[src/rtl/reversi_pkg.sv]
// Shared Reversi definitions: cell encodings, direction tables, FSM state codes
// and the board address helper used by the move validator.
package reversi_pkg;

  localparam logic [1:0] CELL_EMPTY = 2'b00;
  localparam logic [1:0] CELL_BLACK = 2'b01;
  localparam logic [1:0] CELL_WHITE = 2'b10;

  // Direction order: N, NE, E, SE, S, SW, W, NW (y grows downward).
  localparam logic signed [3:0] DIR_DX [8] = '{4'sd0, 4'sd1, 4'sd1, 4'sd1,
                                               4'sd0, -4'sd1, -4'sd1, -4'sd1};
  localparam logic signed [3:0] DIR_DY [8] = '{-4'sd1, -4'sd1, 4'sd0, 4'sd1,
                                               4'sd1, 4'sd1, 4'sd0, -4'sd1};

  typedef logic [2:0] state_t;

  localparam state_t ST_IDLE        = 3'd0;
  localparam state_t ST_ORIGIN_WAIT = 3'd1;
  localparam state_t ST_STEP        = 3'd2;
  localparam state_t ST_READ_WAIT   = 3'd3;
  localparam state_t ST_NEXT_DIR    = 3'd4;
  localparam state_t ST_FINISH      = 3'd5;

  function automatic logic [5:0] board_addr(input logic [2:0] x, input logic [2:0] y);
    return {y, x};
  endfunction

endpackage

[src/rtl/board_step.sv]
// One step from (x, y) along direction dir; a coordinate leaving 0..7 sets
// bit 3 of its 4-bit signed sum, which flags out_of_bounds (no row wrap).
module board_step
  import reversi_pkg::*;
(
  input  logic [2:0] x_i,
  input  logic [2:0] y_i,
  input  logic [2:0] dir_i,
  output logic [2:0] next_x_o,
  output logic [2:0] next_y_o,
  output logic [5:0] next_addr_o,
  output logic       out_of_bounds_o
);

  logic signed [3:0] sx;
  logic signed [3:0] sy;

  always_comb begin
    sx              = $signed({1'b0, x_i}) + DIR_DX[dir_i];
    sy              = $signed({1'b0, y_i}) + DIR_DY[dir_i];
    next_x_o        = sx[2:0];
    next_y_o        = sy[2:0];
    next_addr_o     = board_addr(sx[2:0], sy[2:0]);
    out_of_bounds_o = sx[3] | sy[3];
  end

endmodule

[src/rtl/move_validator.sv]
// Reversi move legality scan: walks all 8 directions from the cursor and builds
// the flip mask. Define MOVE_VALIDATOR_EARLY_EXIT_EN to stop at the first legal direction.
//
// Handshake: start is a one-cycle request, accepted only in IDLE (dropped while
// busy). done pulses for one cycle as busy falls; valid_move and flip_mask are
// then held until the next accepted start.
module move_validator
  import reversi_pkg::*;
#(
  parameter int BOARD_DIM = 8,
  parameter int ADDR_W    = 6
) (
  input  logic                           clk,
  input  logic                           resetn,
  input  logic                           start,
  input  logic [2:0]                     cursor_x,
  input  logic [2:0]                     cursor_y,
  input  logic                           player,
  output logic [ADDR_W-1:0]              rd_addr,
  input  logic [1:0]                     rd_data,
  output logic                           busy,
  output logic                           done,
  output logic                           valid_move,
  output logic [BOARD_DIM*BOARD_DIM-1:0] flip_mask,
  output logic [2:0]                     dbg_state
);

  localparam int CELLS = BOARD_DIM * BOARD_DIM;

  state_t             state_q, state_d;
  logic [2:0]         dir_q, dir_d;
  logic [2:0]         run_q, run_d;
  logic [2:0]         org_x_q, org_x_d, org_y_q, org_y_d;
  logic [2:0]         cur_x_q, cur_x_d, cur_y_q, cur_y_d;
  logic               player_q, player_d;
  logic [CELLS-1:0]   dir_mask_q, dir_mask_d;
  logic [CELLS-1:0]   flip_q, flip_d;
  logic               valid_q, valid_d;
  logic               busy_q, busy_d;
  logic               done_q, done_d;
  logic [ADDR_W-1:0]  rd_addr_q, rd_addr_d;

  logic [2:0]         nx, ny;
  logic [5:0]         naddr;
  logic               oob;
  logic [1:0]         own_c, opp_c;

  board_step u_step (
    .x_i             (cur_x_q),
    .y_i             (cur_y_q),
    .dir_i           (dir_q),
    .next_x_o        (nx),
    .next_y_o        (ny),
    .next_addr_o     (naddr),
    .out_of_bounds_o (oob)
  );

  assign own_c = player_q ? CELL_WHITE : CELL_BLACK;
  assign opp_c = player_q ? CELL_BLACK : CELL_WHITE;

  always_comb begin
    state_d    = state_q;
    dir_d      = dir_q;
    run_d      = run_q;
    org_x_d    = org_x_q;
    org_y_d    = org_y_q;
    cur_x_d    = cur_x_q;
    cur_y_d    = cur_y_q;
    player_d   = player_q;
    dir_mask_d = dir_mask_q;
    flip_d     = flip_q;
    valid_d    = valid_q;
    busy_d     = busy_q;
    done_d     = 1'b0;
    rd_addr_d  = rd_addr_q;
    case (state_q)
      ST_IDLE: begin
        if (start) begin
          org_x_d    = cursor_x;
          org_y_d    = cursor_y;
          cur_x_d    = cursor_x;
          cur_y_d    = cursor_y;
          player_d   = player;
          rd_addr_d  = board_addr(cursor_x, cursor_y);
          valid_d    = 1'b0;
          flip_d     = '0;
          dir_mask_d = '0;
          run_d      = 3'd0;
          busy_d     = 1'b1;
          state_d    = ST_ORIGIN_WAIT;
        end
      end
      ST_ORIGIN_WAIT: begin
        // Reserved code 11 counts as empty, so only real pieces block the move.
        if (rd_data == CELL_BLACK || rd_data == CELL_WHITE) begin
          state_d = ST_FINISH;
        end else begin
          dir_d   = 3'd0;
          run_d   = 3'd0;
          state_d = ST_STEP;
        end
      end
      ST_STEP: begin
        if (oob) begin
          state_d = ST_NEXT_DIR;
        end else begin
          rd_addr_d = naddr;
          cur_x_d   = nx;
          cur_y_d   = ny;
          state_d   = ST_READ_WAIT;
        end
      end
      ST_READ_WAIT: begin
        if (rd_data == opp_c) begin
          dir_mask_d = dir_mask_q | (CELLS'(1) << rd_addr_q);
          run_d      = run_q + 3'd1;
          state_d    = ST_STEP;
        end else if (rd_data == own_c && run_q != 3'd0) begin
          valid_d = 1'b1;
          flip_d  = flip_q | dir_mask_q;
`ifdef MOVE_VALIDATOR_EARLY_EXIT_EN
          state_d = ST_FINISH;
`else
          state_d = ST_NEXT_DIR;
`endif
        end else begin
          state_d = ST_NEXT_DIR;
        end
      end
      ST_NEXT_DIR: begin
        dir_mask_d = '0;
        run_d      = 3'd0;
        cur_x_d    = org_x_q;
        cur_y_d    = org_y_q;
        dir_d      = dir_q + 3'd1;
        state_d    = (dir_q == 3'd7) ? ST_FINISH : ST_STEP;
      end
      ST_FINISH: begin
        done_d  = 1'b1;
        busy_d  = 1'b0;
        state_d = ST_IDLE;
      end
      default: state_d = ST_IDLE;
    endcase
  end

  always_ff @(posedge clk or negedge resetn) begin
    if (!resetn) begin
      state_q    <= ST_IDLE;
      dir_q      <= 3'd0;
      run_q      <= 3'd0;
      org_x_q    <= 3'd0;
      org_y_q    <= 3'd0;
      cur_x_q    <= 3'd0;
      cur_y_q    <= 3'd0;
      player_q   <= 1'b0;
      dir_mask_q <= '0;
      flip_q     <= '0;
      valid_q    <= 1'b0;
      busy_q     <= 1'b0;
      done_q     <= 1'b0;
      rd_addr_q  <= '0;
    end else begin
      state_q    <= state_d;
      dir_q      <= dir_d;
      run_q      <= run_d;
      org_x_q    <= org_x_d;
      org_y_q    <= org_y_d;
      cur_x_q    <= cur_x_d;
      cur_y_q    <= cur_y_d;
      player_q   <= player_d;
      dir_mask_q <= dir_mask_d;
      flip_q     <= flip_d;
      valid_q    <= valid_d;
      busy_q     <= busy_d;
      done_q     <= done_d;
      rd_addr_q  <= rd_addr_d;
    end
  end

  assign rd_addr    = rd_addr_q;
  assign busy       = busy_q;
  assign done       = done_q;
  assign valid_move = valid_q;
  assign flip_mask  = flip_q;
  assign dbg_state  = state_q;

endmodule
[config.mk]
export PLATFORM = sky130hd
export DESIGN_NAME = move_validator
export DESIGN_NICKNAME = d
export VERILOG_FILES = /design/src/rtl/reversi_pkg.sv /design/src/rtl/board_step.sv /design/src/rtl/move_validator.sv
export SDC_FILE = /design/constraint.sdc
export NUM_CORES = 1
export LEC_CHECK = 0
export ABC_AREA = 1
export BUFFER_PORTS_ARGS = -buffer_cell sky130_fd_sc_hd__buf_2
export CAP_MARGIN = 20
export CELL_PAD_IN_SITES_DETAIL_PLACEMENT = 1
export CELL_PAD_IN_SITES_GLOBAL_PLACEMENT = 2
export CORE_UTILIZATION = 39
export CTS_BUF_LIST = sky130_fd_sc_hd__clkbuf_8
export DETAILED_ROUTE_END_ITERATION = 7
export PLACE_DENSITY = 0.89
export SLEW_MARGIN = 30
export SYNTH_ARGS = -nofsm -noshare
export SYNTH_HDL_FRONTEND = slang
export SYNTH_SLANG_ARGS = --single-unit
[constraint.sdc]
create_clock -name clk -period 6.01 [get_ports clk]
set_clock_uncertainty 0.1 [all_clocks]
set_input_delay 0.9015 -clock clk [delete_from_list [all_inputs] [get_ports clk]]
set_output_delay 0.9015 -clock clk [all_outputs]
set_load 0.1 [all_outputs]
Word-level counts from Yosys, hierarchy flattened
Memories as Yosys holds them, arrays and structs flattened. Index checks and enable logic that the tools add are counted.

Bits in registers: 159. Word-level logic and storage cells: 100. Memories: 2. Bits in writable memories: 0. ROM bits: 64. Bits in latches: 0. Output and inout bits: 76. Input bits: 12.

Memory list: (no name shown) (words 8, bits a word 4, read ports 1, clocked after memory_dff 0, write ports 0, RTL line board_step.sv:20) `sy = $signed({1'b0, y_i}) + DIR_DY[dir_i];`; (no name shown) (words 8, bits a word 4, read ports 1, clocked after memory_dff 0, write ports 0, RTL line board_step.sv:19) `sx = $signed({1'b0, x_i}) + DIR_DX[dir_i];`.

Reduce and logical (&&, ||, !) cells: 19. Order comparisons: 1. $add $sub $neg: 4. Shift-type cells: 1. Divide/modulo/power cells: 0. Mux-type cells: 39. Equal/unequal tests: 16. Multiply operators: 0. Bitwise logic cells: 4.

Operator list (count): 2-to-1 mux 64 bit (4); case mux 64 bit (3 select lines) (1); OR 64 bit (2); case mux 64 bit (2 select lines) (1); left shift 1 x 6 -> 64 bit (first input constant) (1); 2-to-1 mux 3 bit (12); case mux 3 bit (3 select lines) (2); 2-to-1 mux 4 bit (4); case mux 3 bit (5 select lines) (1); 2-to-1 mux 6 bit (2); inequality test 2 bit (second input constant) (6); case mux 3 bit (4 select lines) (1); case mux 6 bit (2 select lines) (1); equality test 3 bit (second input constant) (3); AND reduction 3 bit (3); nonzero test 3 bit (3); adder 4 bit (2); AND reduction 4 bit (2); nonzero test 2 bit (4); adder 3 x 1 -> 3 bit (second input constant) (2); equality test 3 x 2 -> 1 bit (second input constant) (2); case mux 3 bit (2 select lines) (1); AND reduction 2 bit (3); 2-to-1 mux 1 bit (5); 13 further kinds (16).

Depth between registers and ports, before layout
Depth after elaboration: 8. Depth in mapped cells: 16. Mapped depth without buffers: 16.

By module
A second synthesis with hierarchy kept.

Cells, all modules: 1159. Area total of the unflattened synthesis: 8408.1 um^2.

Modules (own cells, without submodules): move_validator (cells an instance 1111, area an instance 8095.3 um^2, seq. area each 3978.8 um^2, times used 1); board_step (cells an instance 48, area an instance 312.8 um^2, seq. area each 0.0 um^2, times used 1).

Worst setup path before layout
No wires, ideal clock.

Kind: flip-flop to flip-flop. Start point: reg state_q[0], in the netlist dbg_state[0]. End point: reg flip_q[10], in the netlist flip_mask[10]. Clock period less this slack: 2.357 ns. Required time: 5.832 ns. Path buffers: 2. Slack: 3.653 ns. Cell stages (with the launch flop): 11. Setup time: 0.078 ns. Arrival: 2.179 ns. Cell sequence: dfrtp_1 > nor2_1 > inv_2 > nor2_2 > inv_2 > nor2_4 > a21oi_1 > buf_2 > buf_4 > nand2_1 > a21oi_1.

Cells in the longest elaborated chain, start to end: 3. Elaborated cells on any way between the ends: 8. Classes of those cells: eq/ne: 4; mux: 1; reduce/logical: 3.

RTL lines: from (decl) (RTL line move_validator.sv:30) `state_t state_q, state_d;`; from (signal assigned) (RTL line move_validator.sv:164) `state_q <= state_d;`; equality test 3 x 2 -> 1 bit / zero test 3 bit (equally long branches) (RTL line move_validator.sv:76) `case (state_q)`; inequality test 2 bit (no source line) / nonzero test 2 bit (equally long branches); AND reduction 4 bit (no source line); to (signal assigned) (RTL line move_validator.sv:173) `flip_q <= flip_d;`; to (decl) (RTL line move_validator.sv:37) `logic [CELLS-1:0] flip_q, flip_d;`.

Several ways; a longest one is shown, not always the timed one. A chain may end at the register's enable or synchronous reset.

Worst setup path in the final report
Start point: reg state_q[2], in the netlist dbg_state[2]. End point: reg dir_mask_q[1].

Cells in the longest elaborated chain, start to end: 3. Elaborated cells on any way between the ends: 8. Classes of those cells: eq/ne: 4; mux: 1; reduce/logical: 3.

RTL lines: equality test 3 x 2 -> 1 bit (tied with other cells) (RTL line move_validator.sv:76); inequality test 2 bit (no source line) / nonzero test 3 bit (equally long branches); AND reduction 3 bit (no source line); to (signal assigned) (RTL line move_validator.sv:172) `dir_mask_q <= dir_mask_d;`; to (decl) (RTL line move_validator.sv:36) `logic [CELLS-1:0] dir_mask_q, dir_mask_d;`.

Several ways; a longest one is shown, not always the timed one.

==> reports/metrics.csv <==
stage,metric,value,unit
setup_path,crit_chain,nor3_4 > nand2_1 > a21oi_4 > buf_4 > nand2_1 > inv_4 > nor2_1,
clock_network,cts_made_buffers,17,
power_and_ir_drop,p_int,1.90,mW
finish,areaGrowthSynthToFinish,14.2,%
clock_network,clk_path_buf_depth,2,
finish,drive_gt1_share,14.2,%
timing,setup_viol,0,
power_and_ir_drop,power_density,433,nW/um2
timing,grt_setup_unrepaired,false,
clock_network,post-cts-setup-buffers,0,
yosys,syn_nets,871,
timing,slew_headroom,51.8,%
floorplan,fp.dieW,137,um
floorplan,start_util,40.5,%
setup_path,end_kind,flop,
clock_network,clk_latency,0.45,ns
yosys,yosysTopAreaCellShare,56.1,%
setup_path,worst-path-buf-inv,2,
power_and_ir_drop,pwr-share-seq,38.5,%
finish,nFillCells,2145,
drt,viasPerCell,5.08,
floorplan,die-area,18700,um2
setup_path,crit_family,buffers and inverters,
setup_path,cp_slowest_cell,buf_4,
timing,final.setup.tns,0,ns
drt,postRouteAntennaNets,0,
yosys,synth_seq_cells,159,
drt,vias,5854,
drt,wl_per_cell,16.0,um
power_and_ir_drop,p_comb_share,38.6,%
yosys,synthTopCellsByArea,"dfrtp_1 (56%), nor2_1 (10%), a21oi_1 (8.8%)",
run_status,status,"finished, final reports clean",
placed_design,finalWeightedCongestion,0.784,
drt,drc_errors,0,
power_and_ir_drop,power.leakage,4.00,nW
finish,final_cell_mix,"nor2_1 (193), dfrtp_1 (159), nand2_1 (142)",
global_route,grt_pass1_vias,6032,
timing,fmax,350,MHz
floorplan,io_pins,88,
timing,drv_slew,0,
setup_path,crit_arrival,3.06,ns
setup_path,cp_common_cell,nand2_1,
clock_network,cts_tree,done,
finish,n_antenna_cell,0,
power_and_ir_drop,power_switching,1.61,mW
timing,period_minus_slack,2.86,ns
run,cap_violations,0,
setup_path,startpoint_type,flop,
drt,routed_wl,18.4,mm
power_and_ir_drop,p_sw_share,45.8,%
global_route,antenna_found_initial,0,
placed_design,port_buffers,87,
drt,first_iter_violations,342,
setup_path,cp.required,6.21,ns
floorplan,core,17500,um2
global_route,grt-ovfl-total,0,
yosys,syn_area,7090,um2
yosys,syn_inst,846,
finish,fin_nets,940,
yosys,yosysTopAreaCell,dfrtp_1,
timing,setup_slack,3.15,ns
worst_hold_path,hp-class,in -> async,
yosys,ys.warnings.count,0,
clock_network,clkSinkCount,159,
global_route,grt_pass1_wl,31.2,mm
setup_path,worstSetupPathType,reg -> reg,
finish,final_common_cell,nor2_1,
drt,first_pass_iters,5,
global_route,grt.total_usage,21.5,%
floorplan,rows,48,
yosys,ys_seq_area_share,56.1,%
yosys,syn_avg_cell_area,8.39,um2
placed_design,hpwlAfterDp,12.6,mm
timing,hold_viol_final,0,
setup_path,cp_max_fo,65,
setup_path,cpPeakStageDelay,0.54,ns
setup_path,r2r_setup_slack,3.15,ns
clock_network,clk_pin_slew,0.09,ns
clock_network,post_cts_resized,0,
power_and_ir_drop,peakVddDrop,285,uV
floorplan,die_h,137,um
yosys,post_synth_num_cell_types,29,
clock_network,htree_levels,4,
clock_network,cts_hold_buf,0,
timing,post-route-period-util,47.6,%
global_route,grt_start_max_net_pins,66,
power_and_ir_drop,power,3.51,mW
timing,tightest_slew,0.723,ns
power_and_ir_drop,power.share.clock,22.9,%
placed_design,place_worst_setup_slack,2.72,ns
clock_network,cts-root-buf,clkbuf_8,
-- cells by family (layout without fill, tap and decap cells) --
| group | count (synthesis) | in the layout | share of synthesized area (%) |
|---|---|---|---|
| and+or+nand+nor | 406 | 406 | 23.2 |
| AOI/OAI and AO/OA | 166 | 166 | 12.3 |
| DFF | 159 | 159 | 56.1 |
| buffers and inverters | 101 | 183 | 5.86 |
| adders and majority gates | 13 | 13 | 2.40 |
| xor gates and xnor gates | 1 | 1 | 0.123 |
-- through the flow --
stage	instance area [um2]	hold slack [ns]	util, %	std cells
3_5_place_dp	7710	0.378	44.0	1121
6_report	8100	0.271	46.2	1153
2_1_floorplan	7090	0.348	-	846
5_1_grt	8100	0.271	46.2	1153
3_3_place_gp	7680	0.355	43.8	1120
4_1_cts	8100	0.263	46.2	1153
-- layout make-up --
cell class / instances / area [um2] / share of cell area, %
clock buffer: 17 / 234 / 2.89
clock inverter: 15 / 158 / 1.95
inverter: 58 / 220 / 2.72
multi-input combinational: 586 / 2720 / 33.6
sequential: 159 / 3980 / 49.1
tap: 225 / 282 / 3.48
timing repair buffer: 93 / 507 / 6.26
-- power groups by stage --
| stage | registers [mW] | logic, mW | clock network [mW] |
|---|---|---|---|
| final | 1.35 | 1.35 | 0.802 |
| after global routing | 1.37 | 1.53 | 0.867 |
| after CTS | 1.35 | 1.37 | 0.827 |
| after detailed placement | 1.37 | 1.37 | 0 |
| after global placement | 1.37 | 1.34 | 0 |
| after floorplan | 1.53 | 0.876 | 0 |
-- worst paths after layout --
path / start / to / cells after the start
setup reg to reg: dbg_state[2] / dir_mask_q[1] / 7
hold reg to reg: flip_mask[39] / flip_mask[39] / 1
max in group asynchronous: resetn / dir_mask_q[13] / 2
setup / recovery: dbg_state[2] / dir_mask_q[1] / 7
min in group clk: flip_mask[39] / flip_mask[39] / 1
hold / removal: resetn / flip_mask[3] / 1
-- cells in the mapped netlist --
cell type and count:
fa_1 1, clkbuf_1 22, o211ai_1 4, nor2_1 193, nor3_1 6, nand2_1 143, a211oi_1 1, nor2_4 1
o21a_1 8, buf_1 2, buf_2 14, clkinv_1 1, buf_4 5, xnor2_1 1, ha_1 12, inv_2 4
o221ai_1 2, nor3_4 1, o21ai_0 24, nand3_1 50, a21oi_1 125, or2_2 2, nor2_2 1, nand3b_1 1
nand4_1 8, inv_1 53, a21oi_2 1, o22ai_1 1, dfrtp_1 159
-- worst reg2reg max path, stage by stage, from the launching register on --
cell,delay [ns]
dfrtp_1,0.49
nor3_4,0.38
nand2_1,0.17
a21oi_4,0.14
buf_4,0.54
nand2_1,0.20
inv_4,0.52
nor2_1,0.17
-- layer usage --
metal / part of all wire, % / global-route usage [%] / wire [um] / up-vias
li1: - / - / - / 2881
met1: 50 / 30.8 / 9130 / 2864
met2: 46 / 33.3 / 8530 / 94
met3: 2.9 / 3.78 / 540 / 15
met4: 1.2 / 6.29 / 228 / 0
met5: 0 / 0 / 0 / -
Note: power is estimated with default switching activity, not from simulation.
